<file path="src/rtl/fft_butterfly_pipe.sv">
// Radix-2 DIT butterfly, 3-stage pipeline: Y = A + W*B, Z = A - W*B with a twiddle ROM built at elaboration.
// Define BUTTERFLY_SATURATE_EN to clamp out-of-range results; otherwise results wrap to DATA_W bits.
module fft_butterfly_pipe #(
   parameter int DATA_W    = 8,
   parameter int TW_ADDR_W = 3
) (
   input  logic                        Clock,
   input  logic                        nReset,
   input  logic                        clear,
   input  logic                        in_valid,
   output logic                        in_ready,
   input  logic signed [DATA_W-1:0]    a_re,
   input  logic signed [DATA_W-1:0]    a_im,
   input  logic signed [DATA_W-1:0]    b_re,
   input  logic signed [DATA_W-1:0]    b_im,
   input  logic [TW_ADDR_W-1:0]        tw_idx,
   input  logic                        scale,
   output logic                        out_valid,
   input  logic                        out_ready,
   output logic signed [DATA_W-1:0]    y_re,
   output logic signed [DATA_W-1:0]    y_im,
   output logic signed [DATA_W-1:0]    z_re,
   output logic signed [DATA_W-1:0]    z_im,
   output logic                        ovf
);

   localparam int  NPT = 2 ** (TW_ADDR_W + 1);
   localparam int  NTW = 2 ** TW_ADDR_W;
   localparam int  PW  = 2 * DATA_W;
   localparam int  WBW = 2 * DATA_W + 1;
   localparam int  SW  = DATA_W + 2;
   localparam real PI  = 3.14159265358979323846;

   localparam logic signed [WBW-1:0] RND   = WBW'(2 ** (DATA_W - 2));
   localparam logic signed [SW-1:0]  MAX_V = SW'(2 ** (DATA_W - 1) - 1);
   localparam logic signed [SW-1:0]  MIN_V = SW'(-(2 ** (DATA_W - 1)));

   // Round-half-away-from-zero of cos/sin scaled to full Q1 range.
   function automatic logic signed [DATA_W-1:0] tw_val(input int k, input logic imag);
      real ang;
      real mag;
      real r;
      int  q;
      ang = 2.0 * PI * real'(k) / real'(NPT);
      mag = real'(2 ** (DATA_W - 1) - 1);
      r   = imag ? -($sin(ang) * mag) : ($cos(ang) * mag);
      q   = (r >= 0.0) ? int'($floor(r + 0.5)) : -int'($floor(-r + 0.5));
      return DATA_W'(q);
   endfunction

   function automatic logic signed [SW-1:0] round_wb(input logic signed [WBW-1:0] x);
      logic signed [WBW-1:0] t;
      t = (x + RND) >>> (DATA_W - 1);
      return SW'(t);
   endfunction

   function automatic logic signed [SW-1:0] post_scale(input logic signed [SW-1:0] s, input logic sc);
      logic signed [SW-1:0] t;
      t = (s + SW'(1)) >>> 1;
      return sc ? t : s;
   endfunction

   function automatic logic out_of_range(input logic signed [SW-1:0] v);
      return (v > MAX_V) || (v < MIN_V);
   endfunction

   function automatic logic signed [DATA_W-1:0] reduce(input logic signed [SW-1:0] v);
      logic signed [DATA_W-1:0] r;
`ifdef BUTTERFLY_SATURATE_EN
      if (v > MAX_V)      r = DATA_W'(MAX_V);
      else if (v < MIN_V) r = DATA_W'(MIN_V);
      else                r = DATA_W'(v);
`else
      r = DATA_W'(v);
`endif
      return r;
   endfunction

   logic signed [DATA_W-1:0] rom_re [NTW];
   logic signed [DATA_W-1:0] rom_im [NTW];

   for (genvar g = 0; g < NTW; g++) begin : g_rom
      assign rom_re[g] = tw_val(g, 1'b0);
      assign rom_im[g] = tw_val(g, 1'b1);
   end

   // Stage 1: operands, twiddle, scale
   logic                     v1_q, v1_d, sc1_q, sc1_d;
   logic signed [DATA_W-1:0] a_re1_q, a_re1_d, a_im1_q, a_im1_d;
   logic signed [DATA_W-1:0] b_re1_q, b_re1_d, b_im1_q, b_im1_d;
   logic signed [DATA_W-1:0] wr1_q, wr1_d, wi1_q, wi1_d;
   // Stage 2: products
   logic                     v2_q, v2_d, sc2_q, sc2_d;
   logic signed [DATA_W-1:0] a_re2_q, a_re2_d, a_im2_q, a_im2_d;
   logic signed [PW-1:0]     p_rr_q, p_rr_d, p_ii_q, p_ii_d, p_ri_q, p_ri_d, p_ir_q, p_ir_d;
   // Stage 3: results
   logic                     v3_q, v3_d, ovf_q, ovf_d;
   logic signed [DATA_W-1:0] y_re_q, y_re_d, y_im_q, y_im_d, z_re_q, z_re_d, z_im_q, z_im_d;

   logic                     adv;
   logic signed [SW-1:0]     wb_re_s, wb_im_s, y_re_s, y_im_s, z_re_s, z_im_s;

   // The whole pipe freezes only when a result is waiting and the sink refuses it.
   assign adv       = !(v3_q && !out_ready);
   assign in_ready  = adv;
   assign out_valid = v3_q;
   assign ovf       = ovf_q;
   assign y_re      = y_re_q;
   assign y_im      = y_im_q;
   assign z_re      = z_re_q;
   assign z_im      = z_im_q;

   always_comb begin
      wb_re_s = round_wb(WBW'(p_rr_q) - WBW'(p_ii_q));
      wb_im_s = round_wb(WBW'(p_ri_q) + WBW'(p_ir_q));
      y_re_s  = post_scale(SW'(a_re2_q) + wb_re_s, sc2_q);
      y_im_s  = post_scale(SW'(a_im2_q) + wb_im_s, sc2_q);
      z_re_s  = post_scale(SW'(a_re2_q) - wb_re_s, sc2_q);
      z_im_s  = post_scale(SW'(a_im2_q) - wb_im_s, sc2_q);
   end

   always_comb begin
      v1_d = v1_q;  sc1_d = sc1_q;
      a_re1_d = a_re1_q;  a_im1_d = a_im1_q;  b_re1_d = b_re1_q;  b_im1_d = b_im1_q;
      wr1_d = wr1_q;  wi1_d = wi1_q;
      v2_d = v2_q;  sc2_d = sc2_q;  a_re2_d = a_re2_q;  a_im2_d = a_im2_q;
      p_rr_d = p_rr_q;  p_ii_d = p_ii_q;  p_ri_d = p_ri_q;  p_ir_d = p_ir_q;
      v3_d = v3_q;  ovf_d = ovf_q;
      y_re_d = y_re_q;  y_im_d = y_im_q;  z_re_d = z_re_q;  z_im_d = z_im_q;

      if (adv) begin
         v1_d = in_valid;
         if (in_valid) begin
            a_re1_d = a_re;  a_im1_d = a_im;  b_re1_d = b_re;  b_im1_d = b_im;
            wr1_d   = rom_re[tw_idx];
            wi1_d   = rom_im[tw_idx];
            sc1_d   = scale;
         end
         v2_d = v1_q;
         if (v1_q) begin
            p_rr_d  = PW'(wr1_q) * PW'(b_re1_q);
            p_ii_d  = PW'(wi1_q) * PW'(b_im1_q);
            p_ri_d  = PW'(wr1_q) * PW'(b_im1_q);
            p_ir_d  = PW'(wi1_q) * PW'(b_re1_q);
            a_re2_d = a_re1_q;
            a_im2_d = a_im1_q;
            sc2_d   = sc1_q;
         end
         v3_d = v2_q;
         if (v2_q) begin
            y_re_d = reduce(y_re_s);
            y_im_d = reduce(y_im_s);
            z_re_d = reduce(z_re_s);
            z_im_d = reduce(z_im_s);
            ovf_d  = ovf_q | out_of_range(y_re_s) | out_of_range(y_im_s)
                           | out_of_range(z_re_s) | out_of_range(z_im_s);
         end
      end

      if (clear) begin
         v1_d  = 1'b0;
         v2_d  = 1'b0;
         v3_d  = 1'b0;
         ovf_d = 1'b0;
      end
   end

   always_ff @(posedge Clock or negedge nReset) begin
      if (!nReset) begin
         v1_q <= 1'b0;  sc1_q <= 1'b0;
         a_re1_q <= '0;  a_im1_q <= '0;  b_re1_q <= '0;  b_im1_q <= '0;
         wr1_q <= '0;  wi1_q <= '0;
         v2_q <= 1'b0;  sc2_q <= 1'b0;  a_re2_q <= '0;  a_im2_q <= '0;
         p_rr_q <= '0;  p_ii_q <= '0;  p_ri_q <= '0;  p_ir_q <= '0;
         v3_q <= 1'b0;  ovf_q <= 1'b0;
         y_re_q <= '0;  y_im_q <= '0;  z_re_q <= '0;  z_im_q <= '0;
      end else begin
         v1_q <= v1_d;  sc1_q <= sc1_d;
         a_re1_q <= a_re1_d;  a_im1_q <= a_im1_d;  b_re1_q <= b_re1_d;  b_im1_q <= b_im1_d;
         wr1_q <= wr1_d;  wi1_q <= wi1_d;
         v2_q <= v2_d;  sc2_q <= sc2_d;  a_re2_q <= a_re2_d;  a_im2_q <= a_im2_d;
         p_rr_q <= p_rr_d;  p_ii_q <= p_ii_d;  p_ri_q <= p_ri_d;  p_ir_q <= p_ir_d;
         v3_q <= v3_d;  ovf_q <= ovf_d;
         y_re_q <= y_re_d;  y_im_q <= y_im_d;  z_re_q <= z_re_d;  z_im_q <= z_im_d;
      end
   end

endmodule

</file>
<file path="config.mk">
export PLATFORM = sky130hd
export DESIGN_NAME = fft_butterfly_pipe
export DESIGN_NICKNAME = d
export VERILOG_FILES = /design/src/rtl/fft_butterfly_pipe.sv
export SDC_FILE = /design/constraint.sdc
export NUM_CORES = 1
export LEC_CHECK = 0
export CAP_MARGIN = 20
export CORE_ASPECT_RATIO = 0.5
export CORE_MARGIN = 2
export CORE_UTILIZATION = 60
export CTS_CLUSTER_SIZE = 40
export DETAILED_ROUTE_END_ITERATION = 7
export DONT_BUFFER_PORTS = 1
export GPL_ROUTABILITY_DRIVEN = 0
export PLACE_DENSITY_LB_ADDON = 0.15
export SETUP_SLACK_MARGIN = 0.3
export SYNTH_ARGS = -nofsm -noshare
export SYNTH_HDL_FRONTEND = slang
export SYNTH_SLANG_ARGS = --single-unit
</file>
<file path="constraint.sdc">
create_clock -name Clock -period 4.65 [get_ports Clock]
set_input_delay 0.93 -clock Clock [delete_from_list [all_inputs] [get_ports Clock]]
set_output_delay 0.93 -clock Clock [all_outputs]
set_load 0.005 [all_outputs]
</file>
==> results of run 1 <==
[metrics by stage]
step | instances | setup TNS, ns
after detailed placement | 2881 | -0.596
final | 3026 | -0.455
after CTS | 2967 | -0.165
after floorplan | 2272 | 0
after global routing | 3026 | -1.88
after global placement | 2881 | -0.128
[sequential cells by signal, indices dropped and copies added, names as in the netlist, 7 cells and up]
signal and flops:
a_im1_q 8, a_im2_q 8, a_re1_q 8, a_re2_q 8
b_im1_q 8, b_re1_q 8, p_ii_q 16, p_ir_q 16
p_ri_q 16, p_rr_q 16, wi1_q 7, wr1_q 8
y_im 8, y_re 8, z_im 8, z_re 8
[per-layer routing]
metal | GRT usage, % | part of all wire, %
met1 | 41.1 | 44
met2 | 48.1 | 47
met3 | 4.20 | 6.1
met4 | 7.42 | 2.9
met5 | 0 | 0
[cell type report]
type                            count  share of cell area [%]
Clock buffer                       19                    1.71
Inverter                          353                    5.13
Clock inverter                     13                   0.622
Antenna cell                        1                 0.00965
Timing Repair Buffer              365                    11.9
Tap cell                          441                    2.13
Multi-Input combinational cell   1669                    62.5
Sequential cell                   165                    16.0
[placed cells by master, fill, tap and decap left out, types with 24 or more instances in the layout]
cell,instances
sky130_fd_sc_hd__xnor2_1,63
sky130_fd_sc_hd__inv_2,44
sky130_fd_sc_hd__a21oi_1,49
sky130_fd_sc_hd__nand2_1,261
sky130_fd_sc_hd__ha_4,48
sky130_fd_sc_hd__ha_1,180
sky130_fd_sc_hd__and2_4,24
sky130_fd_sc_hd__nor2_1,84
sky130_fd_sc_hd__and2_1,136
sky130_fd_sc_hd__o21ai_0,76
sky130_fd_sc_hd__buf_6,60
sky130_fd_sc_hd__dfrtp_2,25
sky130_fd_sc_hd__fa_1,196
sky130_fd_sc_hd__o21ai_2,25
sky130_fd_sc_hd__mux2_2,37
sky130_fd_sc_hd__inv_1,306
sky130_fd_sc_hd__nor3_1,26
sky130_fd_sc_hd__dfrtp_1,140
sky130_fd_sc_hd__buf_4,294
[worst register-to-register path, stage by stage, from the launching register on]
cell and delay [ns]:
sky130_fd_sc_hd__dfrtp_1 0.38, sky130_fd_sc_hd__ha_1 0.29, sky130_fd_sc_hd__ha_1 0.32, sky130_fd_sc_hd__nand3_2 0.11
sky130_fd_sc_hd__nor3_4 0.05, sky130_fd_sc_hd__o31a_1 0.32, sky130_fd_sc_hd__o21ai_2 0.17, sky130_fd_sc_hd__a21boi_2 0.09
sky130_fd_sc_hd__o21a_1 0.21, sky130_fd_sc_hd__o21a_4 0.23, sky130_fd_sc_hd__nor2_4 0.11, sky130_fd_sc_hd__xnor2_2 0.08
sky130_fd_sc_hd__ha_1 0.36, sky130_fd_sc_hd__buf_4 0.16, sky130_fd_sc_hd__o21a_1 0.18, sky130_fd_sc_hd__nor2_1 0.13
sky130_fd_sc_hd__a21oi_2 0.07, sky130_fd_sc_hd__xor2_2 0.18, sky130_fd_sc_hd__buf_6 0.15, sky130_fd_sc_hd__buf_4 0.13
sky130_fd_sc_hd__nand4_1 0.08, sky130_fd_sc_hd__mux2i_1 0.09, sky130_fd_sc_hd__nor4_2 0.30, sky130_fd_sc_hd__o2111ai_1 0.17
sky130_fd_sc_hd__nor4_1 0.31, sky130_fd_sc_hd__a21oi_1 0.10
[cell families (layout without fill, tap and decap cells)]
group,after synthesis,count (layout)
mux,52,52
flops,165,165
fa+ha+maj,443,443
xor+xnor,107,107
buf+inv,438,750
other cells,0,1
compound gates,372,372
simple gates,695,695
[timing repair]
item,4_1_cts,5_1_grt
setup buffers,54,54
cloned,0,3
gates resized for setup,197,256
endpoints found under the setup margin,30,40
pin swaps,138,153
[worst max path at each step]
stage,start,to,slack [ns],cells past startpoint
after detailed placement,p_ri_q[8]$_DFFE_PN0P_,ovf$_DFFE_PN0P_,-0.24,21
after global placement,p_rr_q[5]$_DFFE_PN0P_,ovf$_DFFE_PN0P_,-0.10,23
after global routing,p_ri_q[5]$_DFFE_PN0P_,ovf$_DFFE_PN0P_,-0.45,22
after floorplan,p_ir_q[7]$_DFFE_PN0P_,ovf$_DFFE_PN0P_,0.06,21
after CTS,p_ri_q[8]$_DFFE_PN0P_,ovf$_DFFE_PN0P_,-0.17,21
final,p_rr_q[2]$_DFFE_PN0P_,ovf$_DFFE_PN0P_,-0.26,25
==> metrics.csv, run 1 <==
metric,value,unit
result of the run,finished with violations,
violations in the final reports,negative setup slack,
biggest cell delay along the critical path,0.38,ns
H-tree lvl count,4,
clock root buffer,sky130_fd_sc_hd__clkbuf_16,
combinational family with the most area after synthesis,adder cells,
sum of overflow across all layers after global routing,0,
First-pass DRT Iterations,7,
worst slew slack as a fraction of its limit,36.8,%
total wirelength of the detailed-routed design,56.1,mm
synthesized-area fraction occupied by adder cells,35.0,%
DRC Markers,0,
most prevalent standard cell on the critical path,sky130_fd_sc_hd__ha_1,
portion of netlist area occupied by mux cells,2.79,%
initial antenna violation count,1,
total clock buffers created by CTS,17,
complex-gate fraction of the synthesized area,11.9,%
mean post-synth cell area,8.95,um2
final hold slack,0.151,ns
post-detailed-route wirelength per cell,18.6,um
number of nets still failing antenna checks after routing,0,
Clock Skew,0.0174,ns
area occupied by multi-input gates,16200,um2
routed vias/inst,5.67,
Area Growth Syn to Fin,27.6,%
Rows,47,
number of setup violations in the final report,4,
cell family contributing the most delay on the critical path,compound AO/OA/AOI/OAI gates,
final-report max-slew violation count,0,
all-layer global routing usage,29.2,%
total non-filler cell area in the finished layout,25900,um2
worst-path maximum fanout,6,
count of vias placed by the detailed router,17151,
number of max-cap violations,0,
dominant register cell in the synthesized netlist,sky130_fd_sc_hd__dfrtp_1,
clock slew at reported path FFs,0.08,ns
final core area utilization,78.1,%
arrival time at the worst endpoint,5.25,ns
Die Outline Area,35500,um2
number of buffers added to fix hold violations after cts,0,
number of library cell types mapped by synthesis,89,
async set-reset flop share out of synthesis,100,%
Yosys Warn Count,0,
type of destination of the critical path,flip-flop,
number of global-route vias before repair,16802,
"area leader, netlist",sky130_fd_sc_hd__fa_1,
IO Pins,76,
maximum frequency from static timing analysis,204,MHz
number of enable-type register cells in the synthesized netlist,0,
global-route wire length before repair,83.0,mm
Netlist Area Pre-Place,20300,um2
min cycle time layout,4.91,ns
sequential area share after synthesis,20.3,%
"post-synthesis share of cell area spent on and, or, nand and nor gates",17.0,%
post-synthesis share of cell area spent on xor and xnor gates,4.79,%
half-perimeter wire length after detailed placement,37.3,mm
worst reg2reg path startpoint,p_rr_q[2]$_DFFE_PN0P_,
"top cells by area, synth","sky130_fd_sc_hd__fa_1 21%, sky130_fd_sc_hd__dfrtp_1 20%, sky130_fd_sc_hd__ha_1 14%",
clock tree from TritonCTS,done,
buffers and inverters on the worst path,3,
share of layout cells above drive strength 1,30.8,%
Die Height,134,um
nets in the synthesized netlist,2756,
worst slack after detailed placement,-0.238,ns
fillcell total,2121,
length in cells of the worst reg-to-reg path,25,
clock sink count,165,
fraction of the cycle the final worst path needs,106,%
Final Net Count,3055,
placed standard-cell area,22600,um2
crit path max-delay cell type,sky130_fd_sc_hd__dfrtp_1,
worst min path class,in -> async,
CP startpoint kind,flip-flop,
worst slew pin tran,0.948,ns
starting density of the core,61.2,%
largest net degree at the start of global routing,166,
synthesized flop and latch total,165,
register-to-register setup slack,-0.26,ns
count of input and output buffers,0,
reg2reg end,ovf$_DFFE_PN0P_,
"crit path setup slack, layout",-0.262,ns
initial drt markers,1252,
WS Path Type,reg -> reg,
number of hold-slack violations in the final timing report,0,
Clock Latency Late Sink,0.47,ns
most instantiated cells after synthesis,"352 x sky130_fd_sc_hd__inv_1, 271 x sky130_fd_sc_hd__nand2_1, 233 x sky130_fd_sc_hd__ha_1, 210 x sky130_fd_sc_hd__fa_1, 165 x sky130_fd_sc_hd__dfrtp_1",
number of instances in the synthesized netlist,2272,
Clock Tree Buf Depth,2,
horizontal die dimension,264,um
top cell type's share of synthesized area,20.7,%
data required time at the worst endpoint,4.99,ns
area of the core region,33200,um2
unrepaired setup endpoints after global routing,yes,
area of all sequential standard cells,4160,um2
most used standard cell by instance count after synthesis,sky130_fd_sc_hd__inv_1,
Power of run 1 is not shown: default switching activity piles up to over one toggle a cycle in this logic, so the estimate is an artifact.
==> run 2, diff against run 1 <==
--- a/config.mk
+++ b/config.mk
@@ -12,7 +12,6 @@
 export CTS_CLUSTER_SIZE = 40
 export DETAILED_ROUTE_END_ITERATION = 7
 export DONT_BUFFER_PORTS = 1
-export GPL_ROUTABILITY_DRIVEN = 0
 export PLACE_DENSITY_LB_ADDON = 0.15
 export SETUP_SLACK_MARGIN = 0.3
 export SYNTH_ARGS = -nofsm -noshare
==> metrics.csv, run 2 (synthesis results as in run 1) <==
metric,value,unit,change
biggest cell delay along the critical path,0.51,ns,+0.13 ns
type of destination of the critical path,flip-flop,,
Final Net Count,3084,,+0.95%
maximum frequency from static timing analysis,203,MHz,-0.51%
number of max-cap violations,0,,unchanged
CP Cell Sequence,ha_1 > ha_1 > nand4_1 > a21o_1 > a311oi_2 > or2_4 > a21oi_4 > nor2b_2 > o21a_4 > nor2_4 > xnor2_2 > ha_1 > inv_2 > nand4_1 > o221a_2 > or4_4 > o21bai_1 > a221o_1 > a311oi_2 > nor4_1 > a21oi_1,,
number of setup violations in the final report,3,,-1
worst slack after detailed placement,-0.244,ns,-0.00617 ns
number of global-route vias before repair,17353,,+3.3%
share of layout cells above drive strength 1,33.0,%,+2.2 points
"crit path setup slack, layout",-0.287,ns,-0.0251 ns
sum of overflow across all layers after global routing,0,,unchanged
Die Outline Area,35500,um2,unchanged
DRC Markers,0,,unchanged
total clock buffers created by CTS,17,,unchanged
Clock Tree Buf Depth,2,,unchanged
reg2reg end,ovf$_DFFE_PN0P_,,
Routability Congestion,0.903,,
worst-path maximum fanout,5,,-1
arrival time at the worst endpoint,5.34,ns,+0.09 ns
worst reg2reg path startpoint,p_ir_q[2]$_DFFE_PN0P_,,
all-layer global routing usage,31.2,%,+1.9 points
H-tree lvl count,4,,unchanged
fillcell total,1909,,-10%
count of vias placed by the detailed router,17752,,+3.5%
total wirelength of the detailed-routed design,59.9,mm,+6.7%
half-perimeter wire length after detailed placement,37.4,mm,+0.22%
Rows,47,,unchanged
initial antenna violation count,2,,+1
final-report max-slew violation count,0,,unchanged
area occupied by multi-input gates,16600,um2,+2.3%
highest-count cells in the layout ignoring fill and taps,"302 x sky130_fd_sc_hd__inv_1, 294 x sky130_fd_sc_hd__buf_4, 260 x sky130_fd_sc_hd__nand2_1, 195 x sky130_fd_sc_hd__fa_1, 164 x sky130_fd_sc_hd__ha_1",,
number of hold-slack violations in the final timing report,0,,unchanged
crit path max-delay cell type,sky130_fd_sc_hd__or4_4,,
WS Path Type,reg -> reg,,
Clock Latency Late Sink,0.48,ns,about the same
area of all sequential standard cells,4170,um2,+0.12%
number of nets still failing antenna checks after routing,0,,unchanged
worst slew pin tran,1.01,ns,+0.0612 ns
post-detailed-route wirelength per cell,19.6,um,+5.7%
number of buffers added to fix hold violations after cts,0,,unchanged
placed standard-cell area,22500,um2,-0.62%
violations in the final reports,negative setup slack,,
clock root buffer,sky130_fd_sc_hd__clkbuf_16,,
CP startpoint kind,flip-flop,,
initial drt markers,1329,,+6.2%
unrepaired setup endpoints after global routing,yes,,
First-pass DRT Iterations,5,,-2
final antenna diode count,0,,-1
length in cells of the worst reg-to-reg path,21,,-16%
Area Growth Syn to Fin,30.9,%,
min cycle time layout,4.94,ns,+0.0251 ns
area of the core region,33200,um2,unchanged
global-route wire length before repair,87.9,mm,+5.9%
data required time at the worst endpoint,5.05,ns,+0.06 ns
clock slew at reported path FFs,0.07,ns,about the same
clock tree from TritonCTS,done,,
clock sink count,165,,unchanged
result of the run,finished with violations,,
largest net degree at the start of global routing,166,,unchanged
routed vias/inst,5.81,,+2.6%
most prevalent standard cell on the critical path,sky130_fd_sc_hd__ha_1,,
Die Height,134,um,unchanged
IO Pins,76,,unchanged
most frequent standard cell in the layout excluding fill and tap cells,sky130_fd_sc_hd__inv_1,,
horizontal die dimension,264,um,unchanged
worst min path class,in -> async,,
Clock Skew,0.0148,ns,-0.00267 ns
register-to-register setup slack,-0.29,ns,-0.03 ns
fraction of the cycle the final worst path needs,106,%,+0.54 points
total non-filler cell area in the finished layout,26600,um2,+2.6%
starting density of the core,61.2,%,unchanged
"number of standard cells in the layout, taps in and fillers out",3053,,+0.89%
Placed Cells incl. Taps,2864,,-0.59%
count of input and output buffers,0,,unchanged
worst slew slack as a fraction of its limit,32.7,%,-4.1 points
==> run 2: worst max path at each step <==
stage	endpoint	slack [ns]	start	cells past startpoint
after floorplan	ovf$_DFFE_PN0P_	0.06	p_ir_q[7]$_DFFE_PN0P_	21
after global placement	p_ir_q[14]$_DFFE_PN0P_	-0.12	b_re1_q[0]$_DFFE_PN0P_	22
after detailed placement	p_ir_q[14]$_DFFE_PN0P_	-0.24	b_re1_q[0]$_DFFE_PN0P_	22
after CTS	ovf$_DFFE_PN0P_	-0.13	p_ri_q[5]$_DFFE_PN0P_	21
after global routing	ovf$_DFFE_PN0P_	-0.43	p_rr_q[7]$_DFFE_PN0P_	24
final	ovf$_DFFE_PN0P_	-0.29	p_ir_q[2]$_DFFE_PN0P_	21
==> run 2: layer usage <==
| metal | global-route usage, % | share of wire (%) | up-vias |
|---|---|---|---|
| met1 | 42.3 | 42 | 8799 |
| met3 | 5.75 | 6.7 | 206 |
| met5 | 0 | 0.022 | - |
| met4 | 9.09 | 3.8 | 2 |
| li1 | - | - | 8016 |
| met2 | 51.6 | 47 | 729 |
==> run 2: final cells by class <==
type / instances / share of cell area (%)
flip-flops and latches: 165 / 15.7
well taps: 441 / 2.07
repair buffers: 394 / 12.8
multi-input cells: 1669 / 62.3
clock buffers: 19 / 1.63
clock inverters: 12 / 0.456
inverters: 353 / 5.04
==> run 2: what timing repair did <==
action | in CTS | in global routing
setup buffers | 95 | 61
gates resized for setup | 249 | 304
cloned | 1 | 0
endpoints found under the setup margin | 30 | 39
pin swaps | 127 | 204
==> run 2: metrics by stage <==
stage          setup TNS, ns  util [%]  hold WS (ns)
6_report              -0.563      80.1         0.151
2_1_floorplan              0         -         0.431
4_1_cts               -0.132      74.3         0.146
3_3_place_gp          -0.307      67.7         0.441
5_1_grt                -1.64      80.1         0.135
3_5_place_dp          -0.936      67.7         0.444
==> run 2: critical path: cells and delay by family (launching register included) <==
family                     cells  cell delay, ns
xor gates and xnor gates       1            0.14
AOI/OAI and AO/OA              9            2.03
buffers and inverters          1            0.08
DFF                            1            0.38
adders and majority gates      3            0.93
and+or+nand+nor                7            1.30
Power of run 2 is left out for the same reason.
==> run 3, diff against run 2 <==
--- a/config.mk
+++ b/config.mk
@@ -13,7 +13,7 @@
 export DETAILED_ROUTE_END_ITERATION = 7
 export DONT_BUFFER_PORTS = 1
 export PLACE_DENSITY_LB_ADDON = 0.15
-export SETUP_SLACK_MARGIN = 0.3
+export SETUP_SLACK_MARGIN = 0.15
 export SYNTH_ARGS = -nofsm -noshare
 export SYNTH_HDL_FRONTEND = slang
 export SYNTH_SLANG_ARGS = --single-unit
==> metrics.csv, run 3 (synthesis results as in run 1) <==
metric,value,unit,change
most frequent standard cell in the layout excluding fill and tap cells,sky130_fd_sc_hd__buf_4,,
CP startpoint kind,flip-flop,,
largest net degree at the start of global routing,166,,unchanged
count of vias placed by the detailed router,17046,,-4.0%
global-route wire length before repair,84.1,mm,-4.4%
Clock Tree Buf Depth,2,,unchanged
Routability Congestion,0.886,,-1.9%
worst slew slack as a fraction of its limit,29.8,%,-2.9 points
IO Pins,76,,unchanged
number of max-cap violations,0,,unchanged
register-to-register setup slack,-0.41,ns,-0.12 ns
horizontal die dimension,264,um,unchanged
H-tree lvl count,4,,unchanged
Rows,47,,unchanged
final-report max-slew violation count,0,,unchanged
unrepaired setup endpoints after global routing,yes,,
clock sink count,165,,unchanged
worst reg2reg path startpoint,p_ii_q[3]$_DFFE_PN0P_,,
Placed Cells incl. Taps,2888,,+0.84%
clock root buffer,sky130_fd_sc_hd__clkbuf_16,,
result of the run,finished with violations,,
Die Outline Area,35500,um2,unchanged
initial drt markers,1054,,-21%
Clock Latency Late Sink,0.47,ns,about the same
number of global-route vias before repair,16897,,-2.6%
worst min path class,in -> async,,
reg2reg end,ovf$_DFFE_PN0P_,,
First-pass DRT Iterations,5,,unchanged
worst slew pin tran,1.05,ns,+0.0433 ns
half-perimeter wire length after detailed placement,37.5,mm,+0.31%
total wirelength of the detailed-routed design,56.4,mm,-5.9%
Area Growth Syn to Fin,27.4,%,
data required time at the worst endpoint,5.04,ns,about the same
number of hold-slack violations in the final timing report,0,,unchanged
total clock buffers created by CTS,17,,unchanged
area of the core region,33200,um2,unchanged
initial antenna violation count,3,,+1
count of input and output buffers,0,,unchanged
starting density of the core,61.2,%,unchanged
number of setup violations in the final report,6,,+3
highest-count cells in the layout ignoring fill and taps,"311 x sky130_fd_sc_hd__buf_4, 306 x sky130_fd_sc_hd__inv_1, 261 x sky130_fd_sc_hd__nand2_1, 196 x sky130_fd_sc_hd__fa_1, 180 x sky130_fd_sc_hd__ha_1",,
sum of overflow across all layers after global routing,0,,unchanged
length in cells of the worst reg-to-reg path,22,,+4.8%
fraction of the cycle the final worst path needs,109,%,+2.7 points
all-layer global routing usage,29.9,%,-1.3 points
start point of the critical path,p_ii_q[3]$_DFFE_PN0P_,,
Clock Skew,0.0106,ns,-0.00415 ns
DRC Markers,0,,unchanged
"crit path setup slack, layout",-0.412,ns,-0.125 ns
worst slack after detailed placement,-0.284,ns,-0.0395 ns
maximum frequency from static timing analysis,198,MHz,-2.5%
share of layout cells above drive strength 1,29.7,%,-3.3 points
WS Path Type,reg -> reg,,
min cycle time layout,5.06,ns,+0.125 ns
routed vias/inst,5.61,,-3.4%
clock slew at reported path FFs,0.08,ns,about the same
Die Height,134,um,unchanged
post-detailed-route wirelength per cell,18.6,um,-5.3%
number of buffers added to fix hold violations after cts,0,,unchanged
type of destination of the critical path,flip-flop,,
"number of standard cells in the layout, taps in and fillers out",3036,,-0.56%
final core area utilization,78.0,%,-2.1 points
violations in the final reports,negative setup slack,,
number of nets still failing antenna checks after routing,0,,unchanged
worst-path maximum fanout,5,,unchanged
arrival time at the worst endpoint,5.45,ns,+0.11 ns
Final Net Count,3064,,-0.65%
clock tree from TritonCTS,done,,
## run 3: how the worst max path moves through the flow
| stage | slack (ns) | end | cells past startpoint |
|---|---|---|---|
| detailed placement | -0.28 | ovf$_DFFE_PN0P_ | 21 |
| global placement | -0.17 | ovf$_DFFE_PN0P_ | 23 |
| global route | -0.61 | ovf$_DFFE_PN0P_ | 25 |
| finish | -0.41 | ovf$_DFFE_PN0P_ | 22 |
| CTS | -0.15 | ovf$_DFFE_PN0P_ | 21 |
| floorplan | 0.06 | ovf$_DFFE_PN0P_ | 21 |
## run 3: worst max-delay path: stages, from the launching register on
cell and delay (ns):
sky130_fd_sc_hd__dfrtp_1 0.40, sky130_fd_sc_hd__inv_2 0.10, sky130_fd_sc_hd__ha_4 0.21, sky130_fd_sc_hd__ha_4 0.25, sky130_fd_sc_hd__a21oi_4 0.14, sky130_fd_sc_hd__o21ai_2 0.10, sky130_fd_sc_hd__o31a_1 0.29, sky130_fd_sc_hd__o21ai_2 0.18
sky130_fd_sc_hd__a21boi_2 0.08, sky130_fd_sc_hd__o21a_1 0.22, sky130_fd_sc_hd__o21a_2 0.27, sky130_fd_sc_hd__or3_4 0.35, sky130_fd_sc_hd__a21oi_4 0.18, sky130_fd_sc_hd__xnor2_2 0.17, sky130_fd_sc_hd__inv_1 0.08, sky130_fd_sc_hd__ha_2 0.19
sky130_fd_sc_hd__or3_1 0.39, sky130_fd_sc_hd__o22a_4 0.25, sky130_fd_sc_hd__xnor2_4 0.28, sky130_fd_sc_hd__mux2_4 0.33, sky130_fd_sc_hd__o211ai_1 0.20, sky130_fd_sc_hd__a22oi_1 0.13, sky130_fd_sc_hd__a21oi_1 0.19
## run 3: timing repair
item	in CTS	in global routing
pin swaps	95	188
gates cloned	0	2
setup buffers	63	49
setup endpoints to repair	23	35
resized for setup	148	276
hold endpoints to repair	0	0
## run 3: final cells by class
cell class                 count  area [um2]
antenna                        2        5.00
clock buffer                  18         429
clock inverter                14         168
fill                        2012        7320
inverter                     353        1340
multi-input combinational   1669       16100
sequential                   165        4160
tap                          441         552
timing repair buffer         374        3190
## run 3: routing by layer
layer,track usage (%),vias to the layer above,routed length [um]
met2,48.5,548,26500
met5,0,-,0
met1,41.2,8383,24200
met4,8.21,0,1480
li1,-,7996,-
met3,6.10,119,4160
## run 3: through the flow
stage	hold WS, ns	setup TNS [ns]	cell area (um2)
2_1_floorplan	0.431	0	20400
3_3_place_gp	0.439	-0.489	22700
3_5_place_dp	0.452	-1.40	22700
4_1_cts	0.134	-0.151	24200
5_1_grt	0.131	-2.52	25900
6_report	0.144	-0.739	25900
Power of run 3 is left out for the same reason.
